$ cat src/rtl/biquad_bank_sequencer.sv
// biquad_bank_sequencer
// Shares one double-biquad stage across a bank of bands, one sample per frame.
module biquad_bank_sequencer #(
   parameter int NUM_BANDS = 8,
   parameter int BAND_W    = $clog2(NUM_BANDS)
) (
   input  logic                     clk_in,
   input  logic                     rst_in,
   input  logic                     sample_valid_in,
   input  logic signed [31:0]       sample_in,
   output logic                     busy_out,
   output logic [BAND_W-1:0]        band_idx_out,
   output logic                     bq_valid_out,
   output logic signed [31:0]       bq_x_n,
   output logic signed [31:0]       bq_x_n1,
   output logic signed [31:0]       bq_x_n2,
   output logic signed [31:0]       bq_i_n1,
   output logic signed [31:0]       bq_i_n2,
   output logic signed [31:0]       bq_y_n1,
   output logic signed [31:0]       bq_y_n2,
   input  logic signed [31:0]       bq_i_n_in,
   input  logic signed [31:0]       bq_y_n_in,
   input  logic                     bq_valid_in,
   output logic                     band_valid_out,
   output logic signed [31:0]       band_out,
   output logic [BAND_W-1:0]        band_res_idx_out,
   output logic                     frame_done_out,
   output logic                     overrun_out
);

   typedef enum logic [1:0] {
      IDLE,
      ISSUE,
      WAIT
   } state_t;

   localparam logic [BAND_W-1:0] LAST_BAND = BAND_W'(NUM_BANDS - 1);

   state_t state;
   state_t state_nxt;

   logic [BAND_W-1:0] band;
   logic              accept;
   logic              writeback;
   logic              last;

   logic signed [31:0] x_cur;
   logic signed [31:0] x_hist1;
   logic signed [31:0] x_hist2;
   logic signed [31:0] i_hist1 [NUM_BANDS];
   logic signed [31:0] i_hist2 [NUM_BANDS];
   logic signed [31:0] y_hist1 [NUM_BANDS];
   logic signed [31:0] y_hist2 [NUM_BANDS];

   assign last = (band == LAST_BAND);

   // State register
   always_ff @(posedge clk_in or posedge rst_in) begin
      if (rst_in) begin
         state <= IDLE;
      end else begin
         state <= state_nxt;
      end
   end

   // Next state, start pulse and accept/writeback strobes
   always_comb begin
      state_nxt    = state;
      busy_out     = 1'b1;
      bq_valid_out = 1'b0;
      accept       = 1'b0;
      writeback    = 1'b0;
      unique case (state)
         IDLE: begin
            busy_out = 1'b0;
            if (sample_valid_in) begin
               accept    = 1'b1;
               state_nxt = ISSUE;
            end
         end
         ISSUE: begin
            bq_valid_out = 1'b1;
            state_nxt    = WAIT;
         end
         WAIT: begin
            if (bq_valid_in) begin
               writeback = 1'b1;
               state_nxt = last ? IDLE : ISSUE;
            end
         end
         default: begin
            state_nxt = IDLE;
         end
      endcase
   end

   // Band counter, captured sample and shared input history
   always_ff @(posedge clk_in or posedge rst_in) begin
      if (rst_in) begin
         band    <= '0;
         x_cur   <= '0;
         x_hist1 <= '0;
         x_hist2 <= '0;
      end else begin
         if (accept) begin
            x_cur <= sample_in;
            band  <= '0;
         end
         if (writeback) begin
            if (last) begin
               x_hist2 <= x_hist1;
               x_hist1 <= x_cur;
            end else begin
               band <= band + BAND_W'(1);
            end
         end
      end
   end

   // Per-band intermediate and output history
   always_ff @(posedge clk_in or posedge rst_in) begin
      if (rst_in) begin
         i_hist1 <= '{default: '0};
         i_hist2 <= '{default: '0};
         y_hist1 <= '{default: '0};
         y_hist2 <= '{default: '0};
      end else if (writeback) begin
         i_hist2[band] <= i_hist1[band];
         i_hist1[band] <= bq_i_n_in;
         y_hist2[band] <= y_hist1[band];
         y_hist1[band] <= bq_y_n_in;
      end
   end

   // Band result register, result pulses and sticky overrun
   always_ff @(posedge clk_in or posedge rst_in) begin
      if (rst_in) begin
         band_out         <= '0;
         band_res_idx_out <= '0;
         band_valid_out   <= 1'b0;
         frame_done_out   <= 1'b0;
         overrun_out      <= 1'b0;
      end else begin
         band_valid_out <= writeback;
         frame_done_out <= writeback && last;
         if (writeback) begin
            band_out         <= bq_y_n_in;
            band_res_idx_out <= band;
         end
         if (sample_valid_in && busy_out) begin
            overrun_out <= 1'b1;
         end
      end
   end

   assign band_idx_out = band;
   assign bq_x_n       = x_cur;
   assign bq_x_n1      = x_hist1;
   assign bq_x_n2      = x_hist2;
   assign bq_i_n1      = i_hist1[band];
   assign bq_i_n2      = i_hist2[band];
   assign bq_y_n1      = y_hist1[band];
   assign bq_y_n2      = y_hist2[band];

endmodule

$ cat config.mk
export PLATFORM = sky130hd
export DESIGN_NAME = biquad_bank_sequencer
export DESIGN_NICKNAME = d
export VERILOG_FILES = /design/src/rtl/biquad_bank_sequencer.sv
export SDC_FILE = /design/constraint.sdc
export NUM_CORES = 2
export LEC_CHECK = 0
export BUFFER_PORTS_ARGS = -buffer_cell sky130_fd_sc_hd__buf_2
export CORE_MARGIN = 1.5
export CORE_UTILIZATION = 50
export CTS_CLUSTER_DIAMETER = 120
export DETAILED_ROUTE_END_ITERATION = 6
export PLACE_DENSITY = 0.68
export SYNTH_ARGS = -nofsm -noshare
export SYNTH_HDL_FRONTEND = slang
export SYNTH_SLANG_ARGS = --single-unit
$ cat constraint.sdc
create_clock -name clk_in -period 48.3 [get_ports clk_in]
set_input_delay 4.83 -clock clk_in [delete_from_list [all_inputs] [get_ports clk_in]]
set_output_delay 4.83 -clock clk_in [all_outputs]
set_load 0.02 [all_outputs]
# Word-level counts from Yosys, hierarchy flattened
# Cells that the tools add are included.
op_classes:
  add_sub_neg: 1
  order_cmp: 2
  eq_ne: 5
  n_mux: 31
  bitwise_logic: 1
  reduce_logical: 6
op_table:
  columns: ["cell", "n"]
  rows:
  - ["$bwmux W256", 4]
  - ["$bmux W32 S3", 4]
  - ["$mux W32", 9]
  - ["$demux W32 S3", 1]
  - ["$mux W3", 3]
  - ["$mux W1", 7]
  - ["$pmux W2 S3", 1]
  - ["$ge A4 B4 Y1 const B", 1]
  - ["$lt A4 B1 Y1 const B", 1]
  - ["$mux W2", 2]
  - ["$ne A2 B2 Y1 const B", 2]
  - ["$not A3 Y4", 1]
  - ["$reduce_and A2 Y1", 2]
  - ["$add A3 B1 Y3 const B", 1]
  - ["$eq A3 B3 Y1 const B", 1]
  - ["$logic_and A1 B1 Y1", 3]
  - ["$eq A2 B1 Y1 const B", 1]
  - ["$eq A2 B2 Y1 const B", 1]
  - ["$logic_not A2 Y1", 1]
word_totals:
  reg_bits: 1163
  in_bits: 100
  output_inout_bits: 267
  word_cells: 88

# Longest topological paths before layout
depth:
  word_depth: 6
  mapped_depth: 7
  ltp_nobuf: 5

# Least setup slack after synthesis
# OpenSTA, ideal clock, no wires.
synth_path:
  kind: "register to output"
  from: "register band[0], in the netlist band_idx_out[0]"
  to: "output port bq_i_n1[11]"
  t_arrival_ps: 1969
  required_ps: 43470
  path_slack_ps: 41501
  stages_incl_launch_ff: 7
  n_path_buf: 4
  path_cell_list: "dfrtp_1 > buf_2 > buf_2 > buf_4 > buf_4 > mux2i_1 > a221oi_1"
synth_between:
  elab_chain_cells: 4
synth_rtl:
  columns: ["element", "line_no", "source"]
  rows:
  - ["start, declared", "42", "logic [BAND_W-1:0] band;"]
  - ["start signal, assigned", "114", "band <= band + BAND_W'(1);"]
  - ["$not A3 Y4 (implied by the code)", "160", "assign bq_i_n1 = i_hist1[band];"]
  - ["$bmux W32 S3", "160", null]
  - ["$mux W32 (implied by the code) (2 in series)", "160", null]
  - ["end, declared", "17", "output logic signed [31:0] bq_i_n1,"]
# No other way between the ends. The select of a mux whose other input is x is not followed.

# Worst setup path after layout
layout_path:
  from: "register band[0], in the netlist band_idx_out[0]"
  to: "output port bq_y_n1[6]"
layout_between:
  elab_chain_cells: 4
layout_rtl:
  columns: ["element", "line_no", "source"]
  rows:
  - ["$not A3 Y4 (implied by the code)", "162", "assign bq_y_n1 = y_hist1[band];"]
  - ["$bmux W32 S3", "162", null]
  - ["$mux W32 (implied by the code) (2 in series)", "162", null]
  - ["end, declared", "19", "output logic signed [31:0] bq_y_n1,"]
# No other way between the ends. The select of a mux whose other input is x is not followed.

==> summary.md <==
| Metric | Value |
|---|---|
| Post-Synthesis Cells | between 3,000 and 4,000 |
| Hold_sp | overrun_out |
| CTS root buf | clkbuf_16 |
| Primary FF master, synth | dfrtp_1 |
| Drt drc | 0 |
| Final ANT Viol Nets | 0 |
| Unique masters post-synth | 37 |
| Starting Density | between 50 and 60% |
| Worst-Skew Late Latency | 700 ps |
| Io pins | 367 |
| Total number of vias | about 32,000 |
| Die H | between 300 and 400 µm |
| Clock transition at path regs | about 60 ps |
| Max stage delay on crit path | approximately 850 ps |
| Fraction of the cycle the final worst path needs | 19.4% |
| WL/cell | around 25 µm |
| Initial antenna violation count | 8 |
| Yosys reg bits | about 1,200 |
| Final instance area | ~59,000 µm² |
| GPL Wtd Cong | about 0.78 |
| Type of origin of the critical path | register |
| Worst EP required | 43,470 ps |
| Commonest non-fill, non-tap cells in the layout | dfrtp_1, mux2_2, buf_2 |
| Critical path class | reg2out |
| Critical path capture point type | output pin |
| Max Freq | 107 MHz |
| Asr flop ratio synth | 100% |
| Synthesis Warnings | 0 |
| HP Class | reg2reg |
| Die W | around 330 µm |
| EDFF count, synth | 0 |
| R2R setup slack | approximately 44,000 ps |
| Resized Gates After CTS | 0 |
| Relative slew slack | ~25% |
| Commonest non-fill, non-tap cell in the layout | dfrtp_1 |
| Core outline area | between 100,000 and 150,000 µm² |
| Sequential share of the synthesized area | a little under three fifths |
| Port bufs | 366 |
| Final HPWL DP | about 75,000 µm |
| Total GRT Usage | about 26% |
| Status | finished, final reports clean |
| Clk_skew | ~27 ps |
| CTS tree | built |
| Final min period | between 9000 and 10,000 ps |
| Ordered cell list for the critical path | buf_12 > buf_4 > mux2_2 > o22ai_1 > a221oi_1 > buf_2 |
| Die ar. | 107,000 µm² |
| Cell Area, Synth | between 50,000 and 60,000 µm² |
| Multi-input logic area | around 22,000 µm² |
| Pin count of the biggest net entering global routing | 180 |
| Initial DRC count | approximately 2,000 |
| GRT Residual Overflow | 0 |
| Syn_nets | between 3,000 and 4,000 |
| Mean area per synthesized cell | approximately 15 µm² |
| Buffer depth of the longest clock path | 3 |
| Buffers & Inverters on Critical Path | 3 |
| Worst hold path depth | 1 |
| Fraction of layout cells with a size suffix above 1 | around 40% |
| Pleak | 29.3 nW |
| Cell type group with the largest total delay on the critical path | buffers and inverters |
| Total length of routed wires | about 140,000 µm |
| H-tree levels | 3 |
| First drt pass iteration count | 7 |
| Unrepaired setup endpoints after global routing | no |
| Slowest cell on crit path | dfrtp_4 |
| Max-cap viol count | 0 |
| Critical path peak fanout | 109 |
| RR Endpoint | i_hist2[239] |
| Avg Vias per Cell | slightly below 6 |
| FILL cells | between 8,000 and 9,000 |
| Area grow syn2layout | 13.0% |
| Critical R2R Launch | band_idx_out[1] |
| Sum of negative setup slack | 0 ps |
| Vias in the first global route | 33,400 |
| Global-route wire length before repair | 210,000 µm |
| Hold-critical path endpoint | overrun_out |
| R2R depth | 7 |
| Max IR drop VDD | between 0.04 and 0.05 mV |
| Endpoints failing setup | 0 |
| TritonCTS buffer count | 120 |
| PD cells | about 55 nW/µm² |
| Slew Viols, Final | 0 |
| Core Rows | around 120 |
| Number of hold violations in the final report | 0 |
| Clk sinks | around 1,200 |
| Final net count | 3,966 |
| Worst-margin pin slew | 1130 ps |
| Post-CTS Setup Bufs | 0 |
| Hold-fix buffers, CTS | 0 |
| WP data arrival | 4550 ps |
| Placed cell area | about 55,000 µm² |
| FF+latch area | ~29,000 µm² |
per-stage QoR:
step                util, %  hold slack (ps)  worst slack (ps)  total power, W  instances
floorplan                 -              453             10710         0.00199       3598
global placement       53.0              453             39650         0.00233       5121
detailed placement     53.0              445             39630         0.00235       5121
CTS                    57.0              460             38850         0.00330       5341
global route           57.0              478             38660         0.00343       5345
finish                 57.0              457             38920         0.00327       5346
metal layers:
metal  up-vias  GRT usage, %  wire (µm)
li1      13700             -          -
met1     17000          35.3      59100
met2       776          41.6      65100
met3       236          4.44       7140
met4         0          7.93       3930
met5         -             0          0
Yosys cell counts (35+ instances only):
cell type	count	area [µm²]
clkbuf_1	68	255
o21ai_0	63	315
mux2i_1	194	1940
buf_4	46	345
a21bo_2	62	621
nand3_1	62	310
dfrtp_1	1163	29100
mux4_2	128	2880
a221oi_1	64	561
mux2_1	364	4100
nand4_1	62	388
nor2_1	132	495
mux2_4	40	601
mux2_2	718	8090
nand2_1	172	646
a22o_1	35	307
buf_2	108	541
worst register-to-register path, stage by stage, from the launching register on:
cell and delay, ps:
dfrtp_4 640, buf_4 620, nor2_4 90, buf_4 350, nand2_4 610, buf_4 770, buf_4 860, mux2_2 460
cell families (layout without fill, tap and decap cells):
logic type / Yosys count / count (layout) / synth area share, %
mux: 1444 / 1444 / 33.7
flops: 1163 / 1163 / 55.6
simple gates: 448 / 448 / 3.81
buf+inv: 283 / 646 / 2.96
compound gates: 257 / 257 / 3.85
fa+ha+maj: 3 / 3 / 0.0718
other cells: 0 / 5 / 0
how the worst max path moves through the flow:
stage	start	slack [ps]	cells after the start	endpoint
after global placement	band_idx_out[0]	39650	6	bq_y_n1[6]
after global routing	band_idx_out[0]	38660	6	bq_i_n1[31]
final	band_idx_out[0]	38920	6	bq_y_n1[6]
after CTS	band_idx_out[0]	38850	6	bq_y_n1[6]
after floorplan	rst_in	10710	1	band_idx_out[0]
after detailed placement	band_idx_out[0]	39630	6	bq_i_n1[31]
state kept, by name, indices dropped and copies added (netlist names), 2 cells and up:
name and cells:
y_hist1 256, band_out 32, bq_x_n2 32, bq_x_n 32
bq_x_n1 32, state 2, i_hist2 256, band_idx_out 3
i_hist1 256, y_hist2 256, band_res_idx_out 3
power breakdown:
group / internal (W) / total [W] / switching (W) / leakage [nW]
logic: 0.000437 / 0.00106 / 0.000624 / 11.5
clock network: 0.000565 / 0.000950 / 0.000385 / 2.04
registers: 0.00115 / 0.00126 / 0.000107 / 15.7
total: 0.00216 / 0.00327 / 0.00112 / 29.3
layout make-up:
cell class              instances  share of cell area, %
diodes                          5                 0.0212
clock buffers                 187                   6.33
clock inverters                33                  0.618
inverters                       4                 0.0423
multi-input cells            2152                   36.8
flip-flops and latches       1163                   49.3
well taps                    1380                   2.92
repair buffers                422                   3.96
No activity file was read; power rests on OpenSTA's default activity.
